===== src/rtl/sc_div_pkg.sv =====
// sc_div_pkg: shared constants for the stochastic divide path.
// LFSR tap masks, default seed and input-pair bit positions.
package sc_div_pkg;

  localparam int DIVISOR_BIT  = 1;
  localparam int DIVIDEND_BIT = 0;

  localparam logic [7:0] DEFAULT_SEED = 8'hA5;

  // Fibonacci feedback masks (bit n-1 = x^n term), widths 2..16.
  // Unsupported widths return 0, which freezes the register.
  function automatic logic [31:0] taps_for(input int width);
    logic [31:0] m;
    case (width)
      2:       m = 32'h0003;
      3:       m = 32'h0006;
      4:       m = 32'h000C;
      5:       m = 32'h0014;
      6:       m = 32'h0030;
      7:       m = 32'h0060;
      8:       m = 32'h00B8;
      9:       m = 32'h0110;
      10:      m = 32'h0240;
      11:      m = 32'h0500;
      12:      m = 32'h0E08;
      13:      m = 32'h1C80;
      14:      m = 32'h3802;
      15:      m = 32'h6000;
      16:      m = 32'hD008;
      default: m = 32'h0000;
    endcase
    return m;
  endfunction

endpackage


===== src/rtl/sc_lfsr.sv =====
// sc_lfsr: maximal-length Fibonacci LFSR, one step per enable.
// Shared by the trace-back logic and upstream number generators.
module sc_lfsr
  import sc_div_pkg::*;
#(
  parameter int               WIDTH = 8,
  parameter logic [WIDTH-1:0] SEED  = WIDTH'(DEFAULT_SEED)
) (
  input  logic             clk,
  input  logic             rst,
  input  logic             en,
  output logic [WIDTH-1:0] state
);

  localparam logic [WIDTH-1:0] TAPS = WIDTH'(taps_for(WIDTH));

  logic fb;

  assign fb = ^(state & TAPS);

  // Shift left, feedback into bit 0; hold when not enabled.
  always_ff @(posedge clk) begin
    if (rst) begin
      state <= SEED;
    end else if (en) begin
      state <= {state[WIDTH-2:0], fb};
    end
  end

endmodule


===== src/rtl/sc_cordiv.sv =====
// sc_cordiv: correlated stochastic divider with history trace-back.
// Also counts quotient ones over a 2^CNT_W window for readout.
module sc_cordiv
  import sc_div_pkg::*;
#(
  parameter int                DEPTH  = 4,
  parameter int                LFSR_W = 8,
  parameter logic [LFSR_W-1:0] SEED   = LFSR_W'(DEFAULT_SEED),
  parameter int                CNT_W  = 8
) (
  input  logic             clk,
  input  logic             rst,
  input  logic             en,
  input  logic [1:0]       in,
  output logic             quo,
  output logic [CNT_W-1:0] result,
  output logic             done,
  output logic             err
);

  localparam int SEL_W = $clog2(DEPTH);
  localparam logic [CNT_W:0] MAX = {1'b0, {CNT_W{1'b1}}};

  logic [LFSR_W-1:0] lfsr_q;
  logic [SEL_W-1:0]  sel;
  logic              lfsr_unused;
  logic [DEPTH-1:0]  hist;
  logic              div;
  logic              dvd;
  logic              q;
  logic              illegal;
  logic [CNT_W-1:0]  cyc;
  logic [CNT_W:0]    ones;
  logic [CNT_W:0]    ones_nx;
  logic [CNT_W-1:0]  sat;

  sc_lfsr #(
    .WIDTH (LFSR_W),
    .SEED  (SEED)
  ) u_lfsr (
    .clk   (clk),
    .rst   (rst),
    .en    (en),
    .state (lfsr_q)
  );

  assign sel         = lfsr_q[SEL_W-1:0];
  assign lfsr_unused = ^lfsr_q[LFSR_W-1:SEL_W];

  // Quotient select: pass dividend when divisor set, else trace back.
  always_comb begin
    div     = in[DIVISOR_BIT];
    dvd     = in[DIVIDEND_BIT];
    illegal = !div && dvd;
    q       = div ? dvd : hist[sel];
    ones_nx = ones + {{CNT_W{1'b0}}, q};
    sat     = (ones_nx > MAX) ? MAX[CNT_W-1:0]
                              : ones_nx[CNT_W-1:0];
  end

  // History only records dividend bits seen under a divisor one.
  always_ff @(posedge clk) begin
    if (rst) begin
      hist <= '0;
    end else if (en && div) begin
      hist <= {hist[DEPTH-2:0], dvd};
    end
  end

  // Registered quotient and sticky illegal-pair flag.
  always_ff @(posedge clk) begin
    if (rst) begin
      quo <= 1'b0;
      err <= 1'b0;
    end else if (en) begin
      quo <= q;
      if (illegal) begin
        err <= 1'b1;
      end
    end
  end

  // Window accumulator; publishes saturated count on last cycle.
  always_ff @(posedge clk) begin
    if (rst) begin
      cyc    <= '0;
      ones   <= '0;
      result <= '0;
      done   <= 1'b0;
    end else begin
      done <= 1'b0;
      if (en) begin
        cyc <= cyc + 1'b1;
        if (&cyc) begin
          result <= sat;
          done   <= 1'b1;
          ones   <= '0;
        end else begin
          ones <= ones_nx;
        end
      end
    end
  end

endmodule

===== config.mk =====
export PLATFORM = sky130hd
export DESIGN_NAME = sc_cordiv
export DESIGN_NICKNAME = d
export VERILOG_FILES = /design/src/rtl/sc_div_pkg.sv /design/src/rtl/sc_lfsr.sv /design/src/rtl/sc_cordiv.sv
export SDC_FILE = /design/constraint.sdc
export NUM_CORES = 1
export LEC_CHECK = 0
export ABC_AREA = 0
export CAP_MARGIN = 10
export CORE_ASPECT_RATIO = 1.5
export CORE_MARGIN = 2
export CORE_UTILIZATION = 45
export CTS_BUF_LIST = sky130_fd_sc_hd__clkbuf_4 sky130_fd_sc_hd__clkbuf_8
export CTS_CLUSTER_SIZE = 8
export DETAILED_ROUTE_END_ITERATION = 10
export DONT_BUFFER_PORTS = 1
export MAX_ROUTING_LAYER = met4
export PLACE_DENSITY_LB_ADDON = 0.3
export REMOVE_ABC_BUFFERS = 1
export SYNTH_ARGS = -nofsm -noshare
export SYNTH_HDL_FRONTEND = slang
export SYNTH_HIERARCHICAL = 1
export SYNTH_SLANG_ARGS = --single-unit
export TNS_END_PERCENT = 100

===== constraint.sdc =====
create_clock -name clk -period 2.7 [get_ports clk]
set_input_delay 0.675 -clock clk [delete_from_list [all_inputs] [get_ports clk]]
set_output_delay 0.675 -clock clk [all_outputs]
set_load 0.01 [all_outputs]

==> out/qor.yml <==
global_routing:
  grt_max_degree: 44
  grt_pass1_vias: 1330
  grt_first_pass_wirelength_um: 5810
  antenna_found_initial: 0
  grt_overflow: 0
  grtUsageTotal: 0.169
placement:
  globalplace.congestion: 0.739
  place_area_um2: 1800
  portBuffers: 0
  dp_hpwl_um: 2450
route:
  antenna_left: 0
  route.detailed.drc: 0
  wl_um: 3390
  firstDrtPassIters: 4
  wl_per_cell_um: 14.1
  via_per_inst: 5.59
  vias: 1342
  drtIter0Drc: 62
clock_network:
  clkSinkCount: 40
  cts_buffers: 5
  clk_latency_ns: 0.30
  cts_root_buf: "clkbuf_8"
  htreeDepth: 2
  clk_pin_slew_ns: 0.08
  cts_buffer_depth: 2
  tritoncts: "built"
sta:
  maxSlewViolCount: 0
  worst_hold_slack_ns: 0.441
  max_slew_margin: 0.799
  rsz0062_at_grt: "false"
  tns_ns: 0
  layout_min_cycle_time_ns: 2.42
  tightest_slew_ns: 0.301
  finClkSkew_ns: 0.00744
  final-setup-viol-count: 0
  hold_viol_final: 0
  period_share: 0.898
  fmax_mhz: 413
min_path:
  hold_depth: 1
  min_path_type: "input pin to flip-flop"
layout:
  antenna_cells: 0
  nFillCells: 384
  multi_input_area_um2: 912
  seq_area_um2: 801
  syn_to_final_growth_pct: 7.78
  layout.nets: 202
  drive_gt1_frac: 0.128
  final_util: 0.495
  fin_area_um2: 1920
synth:
  yosysTopAreaCellShare: 0.448
  syn_avg_cell_area_um2: 9.11
  yosysMostFrequentCell: "dfxtp_1"
  netlist_instances: 196
  yosysWarningCount: 6
  synthTopCellsByCount: "40 x dfxtp_1, 23 x nor2_1, 18 x nand2_1"
  yosysSeqAreaShare: 0.448
  synth_seq_cells: 40
  synth-edff-count: 0
  synthArstFlopShare: 0
  synth-main-ff-cell: "dfxtp_1"
  synth_top_area_cell: "dfxtp_1"
  synth.distinct_cells: 34
  netlist_area_um2: 1790
  synth.area.top_cells: "dfxtp_1 45%, nor2_1 4.8%, mux2i_1 4.5%"
worst_setup_path:
  arrival_ns: 2.63
  cp.depth: 9
  worst_ep_required_time_ns: 2.91
  critPathTopFamily: "simple AND/OR/NAND/NOR gates"
  crit_buf_inv: 0
  path_class: "flip-flop to flip-flop"
  start_kind: "flip-flop"
  end_kind: "flip-flop"
  rr_worst_depth: 9
  slowest_stage: "or3_1"
  slowest_delay_ns: 0.39
  cp_max_fo: 9
  cp_cell_sequence: "mux4_2 > nand2_1 > nand2_1 > ha_1 > ha_1 > nand3_4 > or3_1 > and3_2 > a311oi_2"
pwr:
  powerDensity_nw_per_um2: 614
  peakVddDrop_mv: 0.519
  p_leak_nw: 0.648
  power.total_mw: 1.18
floorplanning:
  die-area_um2: 4500
  chipHeight_um: 81.1
  fp.coreArea_um2: 3890
  dieWidth_um: 55.4
  ios: 16
  rows: 28
  initial_core_util: 0.459
job:
  drv_cap: 0
run_status:
  status: "finished clean"
-- power breakdown --
group | leakage [nW] | switching, mW | internal, mW | total [mW]
Sequential | 0.325 | 0.0155 | 0.608 | 0.623
Clock | 0.0614 | 0.206 | 0.302 | 0.508
Combinational | 0.262 | 0.0208 | 0.0288 | 0.0496
Total | 0.648 | 0.242 | 0.939 | 1.18
-- cells in the final DEF, fill, tap and decap left out, drive strengths merged, types with 4 or more instances in the layout --
| cell type | count |
|---|---|
| dfxtp | 40 |
| nor2 | 23 |
| nand2 | 18 |
| nand3 | 10 |
| a21oi | 9 |
| mux2i | 8 |
| inv | 7 |
| xnor2 | 7 |
| nand4 | 6 |
| clkbuf | 6 |
| or3 | 6 |
| a211oi | 6 |
| nand2b | 5 |
| o32ai | 5 |
| xor2 | 5 |
| o21ai | 5 |
| nor3 | 5 |
| or2 | 4 |
-- through the flow --
stage,setup WS [ns],cells
floorplan,0.348,186
global placement,0.248,232
detailed placement,0.166,232
CTS,0.176,240
global route,0.0459,240
finish,0.277,240
-- timing repair --
action,CTS,global route
hold buffers,0,0
buffers inserted,0,0
setup endpoints to repair,0,2
endpoints found under the hold margin,0,0
gates resized for setup,0,1
-- flip-flops by register name, summed over array words and instances (netlist names) --
name	cells
hist	4
done	1
ones	9
quo	1
u_lfsr/state	8
result	8
cyc	8
err	1
-- cell type report --
| cell class | instances | area share |
|---|---|---|
| repair buffers | 1 | 0.00390 |
| multi-input cells | 139 | 0.474 |
| clock inverters | 2 | 0.0202 |
| well taps | 45 | 0.0293 |
| clock buffers | 6 | 0.0429 |
| flip-flops and latches | 40 | 0.416 |
| inverters | 7 | 0.0137 |
-- kinds of logic after synthesis --
group,count (synthesis),synth area share
buf+inv,17,0.0414
flops,40,0.448
compound gates,35,0.146
xor+xnor,12,0.0589
mux,9,0.0575
fa+ha+maj,3,0.0210
simple gates,80,0.226
-- worst register-to-register path, stage by stage, from the launching register on --
cell	delay, ns
dfxtp_1	0.34
mux4_2	0.33
nand2_1	0.06
nand2_1	0.07
ha_1	0.21
ha_1	0.27
nand3_4	0.13
or3_1	0.39
and3_2	0.29
a311oi_2	0.24
-- worst paths after layout --
path,from,endpoint,slack (ns)
worst max-delay path,u_lfsr/state[0],result[6],0.28
worst min-delay path,rst,result[1],0.44
worst max register to register,u_lfsr/state[0],result[6],0.28
worst min register to register,hist[3],hist[3],0.47
-- metal layers --
metal | track usage | part of all wire | wire (um) | up-vias
li1 | - | - | - | 685
met5 | - | 0 | 0 | -
met1 | 0.165 | 0.39 | 1310 | 628
met4 | 0.0732 | 0.019 | 63 | 0
met3 | 0.0462 | 0.036 | 121 | 6
met2 | 0.312 | 0.56 | 1890 | 23
No activity file was read; power rests on OpenSTA's default activity.
